`config.mk`:
```
export PLATFORM = sky130hd
export DESIGN_NAME = timer_peripheral
export DESIGN_NICKNAME = d
export VERILOG_FILES = /design/src/rtl/timer_peripheral.sv
export SDC_FILE = /design/constraint.sdc
export NUM_CORES = 1
export LEC_CHECK = 0
export ABC_AREA = 1
export BUFFER_PORTS_ARGS = -buffer_cell sky130_fd_sc_hd__buf_2
export CORE_MARGIN = 8
export CORE_UTILIZATION = 55
export CTS_CLUSTER_SIZE = 25
export DETAILED_ROUTE_END_ITERATION = 16
export HOLD_SLACK_MARGIN = 0.03
export PLACE_DENSITY = 0.84
export SLEW_MARGIN = 20
export SYNTH_ARGS = -nofsm -noshare
export SYNTH_HDL_FRONTEND = slang
export SYNTH_SLANG_ARGS = --single-unit
```
`constraint.sdc`:
```
create_clock -name clk -period 2.2 [get_ports clk]
set_input_delay 0.11 -clock clk [delete_from_list [all_inputs] [get_ports clk]]
set_output_delay 0.11 -clock clk [all_outputs]
set_load 0.01 [all_outputs]
```
`src/rtl/timer_peripheral.sv`:
```
// timer_peripheral
//   Memory-mapped auto-reload interval timer for the peripheral bus.
//   Register map (byte addresses):
//     BASE_ADDR+0  TH   reload value
//     BASE_ADDR+4  TL   up-counter
//     BASE_ADDR+8  TCON [0] EN, [1] IE, [2] ST (sticky, clear-only from SW),
//                       [3] OS (one-shot, only when TIMER_ONESHOT_EN is defined)
//   Optional feature macro: TIMER_ONESHOT_EN
//   Ports:
//     clk        system clock, rising edge
//     reset      asynchronous active-low reset
//     Address    byte address from the CPU
//     Write_data store data
//     MemRead    load strobe (combinational read path)
//     MemWrite   store strobe, sampled on rising clk
//     Read_data  selected register, 0 when not selected (OR-merged bus)
//     irq        level interrupt = IE & ST
//   BASE_ADDR is expected to be word aligned, so the full 32-bit compare
//   also enforces Address[1:0] == 0.
module timer_peripheral #(
   parameter logic [31:0] BASE_ADDR = 32'h40000000,
   parameter int unsigned PRESCALE  = 1
) (
   input  logic        clk,
   input  logic        reset,
   input  logic [31:0] Address,
   input  logic [31:0] Write_data,
   input  logic        MemRead,
   input  logic        MemWrite,
   output logic [31:0] Read_data,
   output logic        irq
);

   localparam logic [15:0] PS_LAST = 16'(PRESCALE - 1);

   logic [31:0] th, tl;
   logic        en, ie, st;
   logic [15:0] ps_cnt;
   logic        os;

   logic hit_th, hit_tl, hit_tcon;
   logic we_th, we_tl, we_tcon;
   logic tick, ovf;
   logic [31:0] tcon_val;

   assign hit_th   = (Address == BASE_ADDR);
   assign hit_tl   = (Address == BASE_ADDR + 32'd4);
   assign hit_tcon = (Address == BASE_ADDR + 32'd8);

   assign we_th   = MemWrite & hit_th;
   assign we_tl   = MemWrite & hit_tl;
   assign we_tcon = MemWrite & hit_tcon;

   // Tick and overflow are judged on the current register state, so a
   // same-cycle write to TCON/TH only affects later edges.
   assign tick = en & (ps_cnt == PS_LAST);
   assign ovf  = tick & (tl == 32'hFFFF_FFFF);

   assign tcon_val = {28'b0, os, st, ie, en};
   assign irq      = ie & st;

`ifndef TIMER_ONESHOT_EN
   assign os = 1'b0;
`endif

   always_ff @(posedge clk or negedge reset) begin
      if (!reset) begin
         th     <= '0;
         tl     <= '0;
         en     <= 1'b0;
         ie     <= 1'b0;
         st     <= 1'b0;
         ps_cnt <= '0;
`ifdef TIMER_ONESHOT_EN
         os     <= 1'b0;
`endif
      end else begin
         if (!en || tick) ps_cnt <= '0;
         else             ps_cnt <= ps_cnt + 16'd1;

         if (we_th) th <= Write_data;

         // CPU write beats the count/reload; the reload reads the old TH.
         if (we_tl)     tl <= Write_data;
         else if (tick) tl <= ovf ? th : tl + 32'd1;

         if (we_tcon) begin
            en <= Write_data[0];
            ie <= Write_data[1];
         end

         // Software may only clear ST; a hardware set in the same cycle wins.
         st <= (we_tcon ? (st & Write_data[2]) : st) | (ovf & ie);

`ifdef TIMER_ONESHOT_EN
         if (we_tcon) os <= Write_data[3];
         // Overrides any EN written by software in this same cycle.
         if (ovf && os) en <= 1'b0;
`endif
      end
   end

   always_comb begin
      Read_data = '0;
      if (MemRead) begin
         if (hit_th)   Read_data = th;
         if (hit_tl)   Read_data = tl;
         if (hit_tcon) Read_data = tcon_val;
      end
   end

endmodule

```
==> Implementation_results.wiki <==
{| class="wikitable"
! Metric !! Value
|-
| Outcome || completed
|-
| Kind of launch point of the worst setup path || register
|-
| Setup violations, final || 0
|-
| Count of boundary I/O pins || just over 100
|-
| Number of maximum-capacitance violations || 0
|-
| Wire length of the first global-routing pass || just under 30 mm
|-
| Headroom to the max-slew limit || 63.60%
|-
| Detailed-route via count || 6592
|-
| Leakage power || approximately 3.7 nW
|-
| Sum of overflow across all layers after global routing || 0
|-
| Area overhead of the layout relative to synthesis || 21.41%
|-
| Net count reported at finish || approximately 1200
|-
| Number of buffers created by CTS || 9
|-
| Final Core Density || a little under 70%
|-
| Cell chain of the critical path || inv_1 > ha_1 > nand3_1 > nor2_1 > nand3_1 > buf_4 > nor2_1 > nand2_1 > nand3_1 > nand2_1 > nand2_1
|-
| Most frequently used flop master after synthesis || dfrtp_1
|-
| Endpoint of the most critical register-to-register path || tl[27]
|-
| Final period utilization || roughly nine tenths
|-
| Share of cells above drive strength 1 || between 10 and 15%
|-
| Last weighted congestion value of the routability-driven placer || approximately 1
|-
| Final count of hold timing violations || 0
|-
| Die area || roughly 0.014 sq mm
|-
| Total negative slack || 0 ps
|-
| Path category of the worst min-delay check || input pin to register
|-
| Largest net degree at the start of global routing || 46
|-
| Endpoint of the worst hold path || th[7]
|-
| Signal arrival time at the worst endpoint || approximately 2300 ps
|-
| Part of the Yosys area used for sequential elements || 35.12%
|-
| Biggest area consumer among synthesized cells || dfrtp_1
|-
| Drt initial violations || roughly 620
|-
| Source of the worst register-to-register timing path || ps_cnt[0]
|-
| Type of the worst setup path || register to register
|-
| Post-synthesis cell area || 0.005913 sq mm
|-
| Cell types occupying the most area after synthesis || dfrtp_1 (35%), nand2_1 (24%), nor2_1 (7.4%), nand3_1 (7.1%), inv_1 (6.8%)
|-
| FF-to-FF setup slack || 200 ps
|-
| Worst Path Required || roughly 2500 ps
|-
| P per Cell Area || between 300 and 400 mW/mm^2
|-
| #FFs+latches synth || between 80 and 90
|-
| Count of flip-flops with a built-in enable after synthesis || 0
|-
| Maximum clock path buffer count || 2
|-
| Area of the placeable core || 0.01065 sq mm
|-
| Highest Clock Rate || approximately 0.5 GHz
|-
| Number of cell rows || 38
|-
| Register Area || around 0.0021 sq mm
|-
| RSZ-0062 raised after global routing || no
|-
| Initial Util || between 50% and 60%
|-
| Via count of the first global-routing pass || approximately 6300
|-
| Post-Synthesis Cells || between 900 and 1000
|-
| Post-DR vias/cell || 5.282
|-
| Worst clock skew || 14.68 ps
|-
| Number of different library cells in the post-synthesis netlist || 27
|-
| Measured slew at the worst slew-check pin || approximately 540 ps
|-
| Commonest cells in the synthesized netlist || nand2_1 (378), nor2_1 (117), inv_1 (107), nand3_1 (84), dfrtp_1 (83)
|-
| Hold Path Origin || Write_data[7]
|-
| Number of antenna violations at the first check in global routing || 0
|-
| CTS tree || built
|-
| Number of H-tree branching levels || 3
|-
| Fraction of post-synthesis cell area in the top cell type by area || approximately a third
|-
| Period minus WS final || 2001 ps
|-
| Vertical die dimension || 119.7 microns
|-
| Most frequently used cell type in the post-synthesis netlist || nand2_1
|-
| Fill cells || between 900 and 1000
|-
| Clock-pin slew reported for the worst setup and hold paths after clock tree synthesis || approximately 90 ps
|-
| Min-Delay Path Depth || 3
|-
| Final routed DRC violation total || 0
|-
| Post-DP HPWL || roughly 13 mm
|-
| Ant. Diodes || 0
|-
| GRT Util Overall || approximately a quarter
|-
| Count of final max-slew check failures || 0
|-
| CTS Sinks || 83
|-
| Final WL || around 18 mm
|-
| Highest fanout seen on the critical path || 15
|-
| Library cell used as clock root buffer || clkbuf_8
|-
| Die X || 119.7 microns
|-
| Total nets after synthesis || 1033
|-
| Count of port buffers added during placement || 100
|-
| Number of optimization iterations in the first detailed-route pass || 5
|-
| Synth async-reset ratio || 100.0%
|-
| Worst R2R Path Depth || 11
|-
| Critical path capture point type || register
|-
| Critical path's largest stage delay || between 400 and 500 ps
|-
| Worst IR Drop VDD || roughly 270 uV
|-
| Multi-input gate area || between 0.003 and 0.004 sq mm
|-
| Number of warnings issued by yosys || 0
|-
| Routed length per instance || 14.13 microns
|-
| Number of routed nets with antenna violations || 0
|-
| Synthesized area per cell || a little over 6 sq um
|-
| Standard cell with the maximum stage delay on the critical path || dfrtp_1
|-
| Skew-Pair Late Insertion Delay || around 370 ps
|}
==> state kept, by name (all words and copies together) (netlist names) <==
| name | cells |
|---|---|
| th | 32 |
| tl | 32 |
| ie | 1 |
| en | 1 |
| st | 1 |
| ps_cnt | 16 |
==> cell type report <==
class / count / share of cell area (%)
Inverter: 107 / 5.594
Multi-Input combinational cell: 740 / 45.52
Timing Repair Buffer: 162 / 15.13
Clock buffer: 12 / 2.022
Tap cell: 140 / 2.440
Clock inverter: 4 / 0.3660
Sequential cell: 83 / 28.93
==> layer usage <==
| layer | part of all wire [%] | wire length, microns | up-vias | global-route usage, % |
|---|---|---|---|---|
| met5 | 0 | 0 | - | 0 |
| met4 | 1.7 | 308 | 0 | 8.353 |
| met2 | 46 | 8024 | 296 | 40.13 |
| met1 | 44 | 7687 | 2988 | 32.68 |
| li1 | - | - | 3282 | - |
| met3 | 9.1 | 1610 | 26 | 5.636 |
==> cells in the final DEF (no fill, tap or decap) <==
cell type and instances:
o21ai_1 20, inv_1 107, clkbuf_8 10, nand3b_1 12, nor2_2 3, nor3_4 1, nand4_1 7, nand2_1 377
ha_1 3, clkinv_2 2, nor3_1 9, xor2_1 11, nor3b_1 1, buf_4 28, a21oi_1 42, clkbuf_1 2
or2_2 2, and3_1 1, xnor2_1 5, buf_12 3, clkinv_4 1, dfrtp_1 83, clkinvlp_4 1, buf_2 99
nor2_1 117, o21ai_0 33, nor2_4 4, nand2_4 1, and2_1 1, nand2_2 6, nand3_1 84, dlygate4sd3_1 32
==> where the power goes <==
part             switching (W)  internal [W]  total, W
Clock                 0.000568      0.000440   0.00101
Combinational         0.000109     0.0000974  0.000206
Sequential     0.0000000000574       0.00152   0.00152
Total                 0.000677       0.00206   0.00274
==> how the worst max path moves through the flow <==
stage	startpoint	end	slack [ps]	depth (start not counted)
2_1_floorplan	tl[0]	tl[17]	490	13
3_3_place_gp	tl[0]	tl[17]	230	12
3_5_place_dp	tl[0]	tl[13]	130	12
4_1_cts	tl[0]	tl[17]	110	12
5_1_grt	ps_cnt[0]	tl[27]	6	11
6_report	ps_cnt[0]	tl[27]	200	11
==> per-stage QoR <==
stage | instances | instance area (sq um) | worst slack (ps) | hold WS [ps] | total power [W]
after floorplan | 962 | 5913 | 488.5 | -185.6 | 0.001600
after global placement | 1200 | 6685 | 234.4 | 91.10 | 0.001713
after detailed placement | 1200 | 6685 | 126.5 | 91.75 | 0.001715
after CTS | 1248 | 7177 | 105.8 | 30.57 | 0.002746
after global routing | 1248 | 7179 | 5.933 | 41.36 | 0.002829
final | 1248 | 7179 | 199.5 | 28.38 | 0.002738
==> critical path, delay by kind of cell, from the launching register on <==
kind                     cells  cell delay (ps)
adder cells (fa/ha/maj)      1              180
buffers and inverters        2              380
flip-flops                   1              420
AND/OR/NAND/NOR              8              960
==> logic make-up after synthesis <==
kind of cell / count (synthesis) / synth area share [%]
compound gates: 95 / 8.041
buf+inv: 139 / 9.649
simple gates: 626 / 44.18
xor+xnor: 16 / 2.370
fa+ha+maj: 3 / 0.6349
flops: 83 / 35.12
==> timing repair <==
| action | 4_1_cts | 5_1_grt |
|---|---|---|
| buffers inserted | 0 | 0 |
| hold buffers | 32 | 0 |
| setup endpoints to repair | 0 | 12 |
| endpoints found under the hold margin | 73 | 0 |
| resized for setup | 0 | 1 |
(Power assumes the default switching activity.)
